**config.mk**
```make
export PLATFORM = sky130hd
export DESIGN_NAME = mc_ctrl
export DESIGN_NICKNAME = d
export VERILOG_FILES = /design/src/rtl/mc_pkg.sv /design/src/rtl/mc_ctrl_alu_dec.sv /design/src/rtl/mc_ctrl.sv
export SDC_FILE = /design/constraint.sdc
export NUM_CORES = 1
export LEC_CHECK = 0
export BUFFER_PORTS_ARGS = -buffer_cell sky130_fd_sc_hd__clkbuf_2
export CORE_MARGIN = 4
export CORE_UTILIZATION = 49
export DETAILED_ROUTE_END_ITERATION = 8
export PLACE_DENSITY_LB_ADDON = 0.2
export RECOVER_POWER = 50
export SYNTH_ARGS = -nofsm -noshare
export SYNTH_HDL_FRONTEND = slang
export SYNTH_SLANG_ARGS = --single-unit
```
**constraint.sdc**
```tcl
create_clock -name clk -period 3.2 [get_ports clk]
set_input_delay 0.64 -clock clk [delete_from_list [all_inputs] [get_ports clk]]
set_output_delay 0.64 -clock clk [all_outputs]
set_load 0.05 [all_outputs]
```
**src/rtl/mc_pkg.sv**
```systemverilog
// mc_pkg: shared encodings for the multicycle MIPS-lite controller.
// Holds opcode/funct values, ALU control codes, alu_src_b and pc_src mux
// encodings, and the 4-bit controller state encoding.
package mc_pkg;

    localparam logic [5:0] OP_RTYPE = 6'b000000;
    localparam logic [5:0] OP_ADDI  = 6'b001000;
    localparam logic [5:0] OP_ORI   = 6'b001101;
    localparam logic [5:0] OP_LUI   = 6'b001111;
    localparam logic [5:0] OP_LW    = 6'b100011;
    localparam logic [5:0] OP_SW    = 6'b101011;
    localparam logic [5:0] OP_BEQ   = 6'b000100;
    localparam logic [5:0] OP_BNE   = 6'b000101;
    localparam logic [5:0] OP_J     = 6'b000010;

    localparam logic [5:0] FN_ADD = 6'b100000;
    localparam logic [5:0] FN_SUB = 6'b100010;
    localparam logic [5:0] FN_AND = 6'b100100;
    localparam logic [5:0] FN_OR  = 6'b100101;
    localparam logic [5:0] FN_XOR = 6'b100110;

    localparam logic [3:0] ALU_ADD = 4'd0;
    localparam logic [3:0] ALU_SUB = 4'd1;
    localparam logic [3:0] ALU_AND = 4'd2;
    localparam logic [3:0] ALU_OR  = 4'd3;
    localparam logic [3:0] ALU_XOR = 4'd4;
    localparam logic [3:0] ALU_LUI = 4'd5;

    localparam logic [1:0] SRCB_REG  = 2'b00;
    localparam logic [1:0] SRCB_FOUR = 2'b01;
    localparam logic [1:0] SRCB_IMM  = 2'b10;
    localparam logic [1:0] SRCB_BOFF = 2'b11;

    localparam logic [1:0] PCSRC_ALU    = 2'b00;
    localparam logic [1:0] PCSRC_ALUOUT = 2'b01;
    localparam logic [1:0] PCSRC_JUMP   = 2'b10;

    typedef enum logic [3:0] {
        S_FETCH    = 4'd0,
        S_DECODE   = 4'd1,
        S_EXEC_R   = 4'd2,
        S_WB_R     = 4'd3,
        S_EXEC_I   = 4'd4,
        S_WB_I     = 4'd5,
        S_MEM_ADDR = 4'd6,
        S_MEM_RD   = 4'd7,
        S_WB_MEM   = 4'd8,
        S_MEM_WR   = 4'd9,
        S_BRANCH   = 4'd10,
        S_JUMP     = 4'd11,
        S_ILLEGAL  = 4'd12,
        S_HALT     = 4'd13
    } state_t;

endpackage

```
**src/rtl/mc_ctrl_alu_dec.sv**
```systemverilog
// alu_dec: R-type funct to ALU control decoder.
// Ports: i_funct (IR[5:0]) in; o_alu_ctl (ALU op code), o_valid (funct supported) out.
module alu_dec
    import mc_pkg::*;
(
    input  logic [5:0] i_funct,
    output logic [3:0] o_alu_ctl,
    output logic       o_valid
);

    always_comb begin
        o_alu_ctl = ALU_ADD;
        o_valid   = 1'b1;
        case (i_funct)
            FN_ADD:  o_alu_ctl = ALU_ADD;
            FN_SUB:  o_alu_ctl = ALU_SUB;
            FN_AND:  o_alu_ctl = ALU_AND;
            FN_OR:   o_alu_ctl = ALU_OR;
            FN_XOR:  o_alu_ctl = ALU_XOR;
            default: o_valid   = 1'b0;
        endcase
    end

endmodule

```
**src/rtl/mc_ctrl.sv**
```systemverilog
// mc_ctrl: multicycle control FSM for the MIPS-lite datapath.
// Inputs: clk, rst (async, active high), opcode/funct from IR, ALU zero flag,
// mem_ready handshake. Outputs: alu_ctl, ALU/PC/address/register mux selects,
// PC/IR/register/memory enables, illegal pulse, state_o debug state.
// Optional macro MC_CTRL_BNE_EN adds bne (branch with pc_write = ~zero).
module mc_ctrl
    import mc_pkg::*;
#(
    parameter logic [3:0] RESET_STATE  = 4'd0,
    parameter bit         ILLEGAL_HALT = 1'b0
) (
    input  logic       clk,
    input  logic       rst,
    input  logic [5:0] opcode,
    input  logic [5:0] funct,
    input  logic       zero,
    input  logic       mem_ready,
    output logic [3:0] alu_ctl,
    output logic       alu_src_a,
    output logic [1:0] alu_src_b,
    output logic       ext_op,
    output logic       pc_write,
    output logic [1:0] pc_src,
    output logic       iord,
    output logic       mem_read,
    output logic       mem_write,
    output logic       ir_write,
    output logic       reg_dst,
    output logic       mem_to_reg,
    output logic       reg_write,
    output logic       illegal,
    output logic [3:0] state_o
);

    state_t     r_state;
    state_t     w_next;
    logic [3:0] w_r_ctl;
    logic       w_r_valid;
    logic       w_bne;

    alu_dec u_alu_dec (
        .i_funct   (funct),
        .o_alu_ctl (w_r_ctl),
        .o_valid   (w_r_valid)
    );

`ifdef MC_CTRL_BNE_EN
    assign w_bne = (opcode == OP_BNE);
`else
    assign w_bne = 1'b0;
`endif

    always_ff @(posedge clk or posedge rst) begin
        if (rst) r_state <= state_t'(RESET_STATE);
        else     r_state <= w_next;
    end

    assign state_o = r_state;

    // Outputs are held at zero while rst is asserted so that a reset
    // landing mid-access removes requests and enables immediately.
    always_comb begin
        w_next     = r_state;
        alu_ctl    = ALU_ADD;
        alu_src_a  = 1'b0;
        alu_src_b  = SRCB_REG;
        ext_op     = 1'b0;
        pc_write   = 1'b0;
        pc_src     = PCSRC_ALU;
        iord       = 1'b0;
        mem_read   = 1'b0;
        mem_write  = 1'b0;
        ir_write   = 1'b0;
        reg_dst    = 1'b0;
        mem_to_reg = 1'b0;
        reg_write  = 1'b0;
        illegal    = 1'b0;
        if (!rst) begin
            case (r_state)
                S_FETCH: begin
                    mem_read = 1'b1;
                    if (mem_ready) begin
                        ir_write  = 1'b1;
                        pc_write  = 1'b1;
                        alu_src_b = SRCB_FOUR;
                        w_next    = S_DECODE;
                    end
                end
                S_DECODE: begin
                    alu_src_b = SRCB_BOFF;
                    case (opcode)
                        OP_RTYPE:              w_next = S_EXEC_R;
                        OP_ADDI, OP_ORI, OP_LUI: w_next = S_EXEC_I;
                        OP_LW, OP_SW:          w_next = S_MEM_ADDR;
                        OP_BEQ:                w_next = S_BRANCH;
                        OP_J:                  w_next = S_JUMP;
                        default:               w_next = w_bne ? S_BRANCH : S_ILLEGAL;
                    endcase
                end
                S_EXEC_R: begin
                    alu_src_a = 1'b1;
                    alu_ctl   = w_r_ctl;
                    w_next    = w_r_valid ? S_WB_R : S_ILLEGAL;
                end
                S_WB_R: begin
                    reg_write = 1'b1;
                    reg_dst   = 1'b1;
                    w_next    = S_FETCH;
                end
                S_EXEC_I: begin
                    alu_src_a = 1'b1;
                    alu_src_b = SRCB_IMM;
                    alu_ctl   = (opcode == OP_ORI) ? ALU_OR : (opcode == OP_LUI) ? ALU_LUI : ALU_ADD;
                    ext_op    = (opcode == OP_ADDI);
                    w_next    = S_WB_I;
                end
                S_WB_I: begin
                    reg_write = 1'b1;
                    w_next    = S_FETCH;
                end
                S_MEM_ADDR: begin
                    alu_src_a = 1'b1;
                    alu_src_b = SRCB_IMM;
                    ext_op    = 1'b1;
                    w_next    = (opcode == OP_SW) ? S_MEM_WR : S_MEM_RD;
                end
                S_MEM_RD: begin
                    mem_read = 1'b1;
                    iord     = 1'b1;
                    w_next   = mem_ready ? S_WB_MEM : S_MEM_RD;
                end
                S_WB_MEM: begin
                    reg_write  = 1'b1;
                    mem_to_reg = 1'b1;
                    w_next     = S_FETCH;
                end
                S_MEM_WR: begin
                    mem_write = 1'b1;
                    iord      = 1'b1;
                    w_next    = mem_ready ? S_FETCH : S_MEM_WR;
                end
                S_BRANCH: begin
                    alu_src_a = 1'b1;
                    alu_ctl   = ALU_SUB;
                    pc_src    = PCSRC_ALUOUT;
                    pc_write  = w_bne ? ~zero : zero;
                    w_next    = S_FETCH;
                end
                S_JUMP: begin
                    pc_src   = PCSRC_JUMP;
                    pc_write = 1'b1;
                    w_next   = S_FETCH;
                end
                S_ILLEGAL: begin
                    illegal = 1'b1;
                    w_next  = ILLEGAL_HALT ? S_HALT : S_FETCH;
                end
                S_HALT:  w_next = S_HALT;
                default: w_next = S_FETCH;
            endcase
        end
    end

endmodule

```
# After elaboration in Yosys (flattened, before gate mapping)
# Index checks and enable logic that the tools add are counted.
[totals]
ff_bits = 4
input_bits = 16
wordCells = 80
[classes]
n_bitwise = 1
reduce_logical = 11
n_eq_ne = 26
n_mux = 41
[ops]
columns = ["cell", "count"]
rows = [
  ["$eq 6x6->1 const B", 7],
  ["$pmux 4 s8", 1],
  ["$eq 4x4->1 const B", 6],
  ["$mux 4", 6],
  ["$mux 1", 23],
  ["$pmux 4 s5", 1],
  ["$eq 6x4->1 const B", 3],
  ["$eq 4x3->1 const B", 4],
  ["$pmux 3 s4", 1],
  ["$pmux 4 s3", 1],
  ["$eq 4x2->1 const B", 2],
  ["$reduce_or 2->1", 4],
  ["$eq 6x2->1 const B", 1],
  ["$eq 6x3->1 const B", 1],
  ["$logic_not 6->1", 1],
  ["$mux 3", 2],
  ["$pmux 2 s3", 1],
  ["$reduce_or 3->1", 2],
  ["$reduce_or 5->1", 1],
  ["$eq 4x1->1 const B", 1],
  ["$logic_not 4->1", 1],
  ["$mux 2", 2],
  ["$pmux 2 s2", 1],
  ["$reduce_or 4->1", 1],
  ["other kinds (5)", 5],
]

# Longest topological paths before layout
[logic_depth]
depth_word = 5
ltp_mapped = 6

# Cells and area by module
# Synthesis repeated with hierarchy kept, for this count alone.
[hier_totals]
hier_cells = 134
area_unflattened_um2 = 882.1
[modules_own_cells]
columns = ["module", "instances", "area_each_um2", "cells_per_inst"]
rows = [
  ["mc_ctrl", 1, 802.0, 122],
  ["alu_dec", 1, 80.1, 12],
]

# Worst setup path after synthesis
# No wires, ideal clock.
[synth_timing]
path_type = "reg-to-output"
from = "register r_state[3], in the netlist state_o[3]"
to = "output alu_src_b[0]"
path_stages_with_launch = 4
setup_slack_ns = -1.036
arrival_time_ns = 3.596
required_ns = 2.560
n_path_buf = 1
path_cell_list = "dfrtp_1 buf_6 or2_2 a2111oi_0"
[synth_via]
elab_chain_cells = 4
[synth_rtl]
columns = ["element", "line", "text"]
rows = [
  ["start: declaration", "mc_ctrl.sv:35", "state_t r_state;"],
  ["start signal: assignment", "mc_ctrl.sv:54", "if (rst) r_state <= state_t'(RESET_STATE);"],
  ["start signal: assignment", "mc_ctrl.sv:55", "else r_state <= w_next;"],
  ["$eq 4x3->1", "mc_ctrl.sv:79", "case (r_state)"],
  ["$reduce_or 2->1 (no source line)", "n/a", ""],
  ["$pmux 2 s3 (*)", "mc_ctrl.sv:79", ""],
  ["$mux 2 (*)", "mc_ctrl.sv:78", "if (!rst) begin"],
  ["end: declaration", "mc_ctrl.sv:20", "output logic [1:0] alu_src_b,"],
]
# Mark *: on every way between the ends. The rest lies on a longest branch, timed or not.

# Worst setup path in the final report
[layout_timing]
from = "register r_state[3], in the netlist state_o[3]"
to = "output alu_ctl[0]"
[layout_via]
elab_chain_cells = 3
[layout_rtl]
columns = ["element", "line", "text"]
rows = [
  ["$eq 4x4->1 (tied with other cells)", "mc_ctrl.sv:79", ""],
  ["$pmux 4 s3 (*)", "mc_ctrl.sv:79", ""],
  ["$mux 4 (*)", "mc_ctrl.sv:78", ""],
  ["end: declaration", "mc_ctrl.sv:18", "output logic [3:0] alu_ctl,"],
]
# Marks and branches as above.

==> results by group <==
Layout
  – Share of cells above drive strength 1: about 28%
  – Non-Filler Instances: ~170
  – # diodes: 0
  – Area grow syn2layout: 26.05%
  – # nets final: approximately 180
  – Number of flip-flops in the largest register: 4

Worst setup path
  – Top delay family on crit path: simple AND/OR/NAND/NOR gates
  – WS Path Type: flop to output port
  – Worst setup EP type: output port
  – Crit path buf inv count: 1
  – Most used cell, CP: nor2_1
  – Worst-case reg-to-reg path depth: 6
  – Max stage delay on crit path: 540 ps
  – CP Launch Type: flop
  – Crit-path cells: nor2_1 -> nor4b_2 -> a21oi_1 -> o32a_1 -> nor2_1 -> clkbuf_2
  – CP required: between 2000 and 3000 ps
  – Crit path depth: 6
  – Worst-path fanout max: 15
  – Slowest CP cell: dfrtp_1
  – Crit path DAT: approximately 2000 ps

Clock tree
  – Post-CTS Setup Bufs: 0
  – TritonCTS Sinks: 4
  – CTS resizes: 0
  – Root buffer cell: clkbuf_4
  – TritonCTS clock tree: yes
  – Clock Path Buffers: 2
  – CTS H-tree depth: 1
  – Num CTS Buffers: 3
  – Clock Pin Slew Worst Setup and Hold Paths: 40 ps
  – Hold Buf Count CTS: 0
  – Clk Latency, worst-skew pair: roughly 230 ps

Global routing
  – Layer with the highest usage: met2
  – GRT overflow: 0
  – GR Util met2: 33.91%
  – All-Layer GR Usage: 21.07%
  – Largest net degree at the start of global routing: 19
  – Met3 GRT Util: 4.294%
  – Vias in the first global route: slightly below 1,000
  – First-pass GRT wire length: about 4200 µm
  – Grt met1 use: 25.84%
  – Initial antenna violation count: 0

Placement
  – IO Port Bufs: 37
  – Dpl cells: 171
  – GP Congestion: 0.8997
  – Hpwl dp: about 1900 µm

Synthesis
  – Top cell types by occurrence after synthesis: 12 x a21oi_1, 11 x nand2_1, 11 x nor2_1
  – Number of enable flip-flop cells after synthesis: 0
  – Mapped Avg Cell Area: roughly 6.5 µm²
  – Post-Syn Area: ~800 µm²
  – Syn nets: roughly 140
  – Area leader, netlist: dfrtp_1
  – FF+latch count, synth: 4
  – Dominant cells by area after synthesis: dfrtp_1 12%, a21oi_1 7.5%, nand2_1 5.1%
  – Count leader, synth: a21oi_1
  – Synth top area share: 12.48%
  – Synth cell types: 47
  – Syn Inst Count: between 100 and 150
  – Sequential share of the synthesized area: around an eighth
  – Ys async rst share: 100.0%
  – Most used flip-flop cell after synthesis: dfrtp_1
  – Ys Warns: 0

Detailed routing
  – DRT iter0 DRCs: 49
  – 1st-pass router iterations: 4
  – Vias per cell: about 6.3
  – WL per Instance: 14.05 µm
  – Routed Antenna Nets: 0
  – DRT Wirelength: 2445 µm
  – Vias after detailed routing: 1,092
  – Number of remaining DRC errors: 0

Power
  – Flop pwr share: 19.1%
  – Leak: 0.4130 nW
  – Combinational share of power: 72.1%
  – Clk pwr share: 8.8%
  – Max VDD drop: about 0.00031 V
  – Sw Share: 63.97%
  – Psw: 0.0004499 W
  – Power Density: about 700 mW/mm²
  – Internal power: 0.0002534 W

Min path
  – Min-Delay Path Class: input port to asynchronous set/reset pin

Timing
  – Relative slew slack: about three fifths
  – Clock period minus worst slack: around 2700 ps
  – RSZ-0062 raised after global routing: false
  – Fin Clk Skew: roughly 5.4 ps
  – Max Slew Vio Count: 0
  – Number of hold violations in the final report: 0
  – Worst Max-Slew Pin Slew: ~600 ps
  – Final setup violation count: 0
  – Final worst-path cycle share: ~83%
  – Worst hold slack: 567.8 ps
  – Peak Freq: ~0.38 GHz

Floorplan
  – Die area: between 0.002 and 0.0025 mm²
  – I/O pin total: 39
  – Starting Density: approximately 53%
  – Die H: between 40 and 50 µm
  – Num rows: 14
  – Die width: roughly 48 µm
  – Core area: about 0.0015 mm²

Flow run
  – Max cap viols: 0

Status
  – Status: finished, final reports clean
-- layer usage --
| layer | part of all wire [%] | vias to the layer above |
|---|---|---|
| li1 | - | 539 |
| met1 | 41 | 472 |
| met2 | 45 | 70 |
| met3 | 11 | 11 |
| met4 | 3.3 | 0 |
| met5 | 0 | - |
-- cells in the final DEF (no fill, tap or decap), types with 2 or more instances in the layout --
cell	n
o21ai_0	6
buf_4	2
a2111oi_0	2
inv_2	2
inv_1	5
nor4_1	3
clkbuf_2	29
a31oi_1	2
nor2_1	11
nor2b_1	2
and3_1	2
nand3_1	5
nand2_1	11
a21boi_0	2
nor4b_1	2
a21oi_1	12
o21ai_1	2
nand3b_1	3
nand2b_1	3
dfrtp_1	4
nor3_1	6
a2111oi_2	2
clkbuf_4	3
nand4_1	2
clkbuf_1	9
nor3b_1	3
-- power groups by stage --
stage	combinational [W]	clock, W	sequential (W)
after global routing	0.000549	0.0000665	0.000141
after global placement	0.000514	0	0.000132
final	0.000507	0.0000618	0.000134
after floorplan	0.000394	0	0.000140
after detailed placement	0.000518	0	0.000134
after CTS	0.000518	0.0000635	0.000133
-- kinds of logic (layout without fill, tap and decap cells) --
family                 after synthesis  in the layout  synth area share, %
AO/OA/AOI/OAI                       41             41                33.70
flip-flops                           4              4                12.48
AND/OR/NAND/NOR                     61             61                43.37
buffers and inverters               15             50                8.893
other                                1              1               0.4676
XOR/XNOR                             1              1                1.092
-- final timing paths --
kind,startpoint,end,slack (ps)
worst max-delay path,state_o[3],alu_ctl[0],550
worst min-delay path,rst,state_o[1],570
worst max register to register,state_o[2],state_o[3],1230
worst min register to register,state_o[3],state_o[3],820
max in group asynchronous,rst,state_o[2],2380
min in group clk,state_o[3],state_o[3],820
-- stage by stage --
stage                     total power [W]  TNS [ps]  setup slack (ps)  util (%)  cell area (µm²)
final                           0.0007033         0             549.8     66.34             1011
after global routing            0.0007567         0             343.8     66.34             1011
after CTS                       0.0007148         0             551.9     67.24             1025
after detailed placement        0.0006518         0             590.6     65.76             1002
after global placement          0.0006461         0             625.9     65.76             1002
after floorplan                 0.0005343    -104.4            -52.18         -            819.5
-- cell type report --
| class | count | area, µm² |
|---|---|---|
| repair buffers | 40 | 193.9 |
| well taps | 16 | 20.02 |
| multi-input cells | 104 | 648.1 |
| fillers | 145 | 513.0 |
| inverters | 7 | 26.28 |
| clock buffers | 3 | 22.52 |
| flip-flops and latches | 4 | 100.1 |
Power figures use the tool's default switching activity.
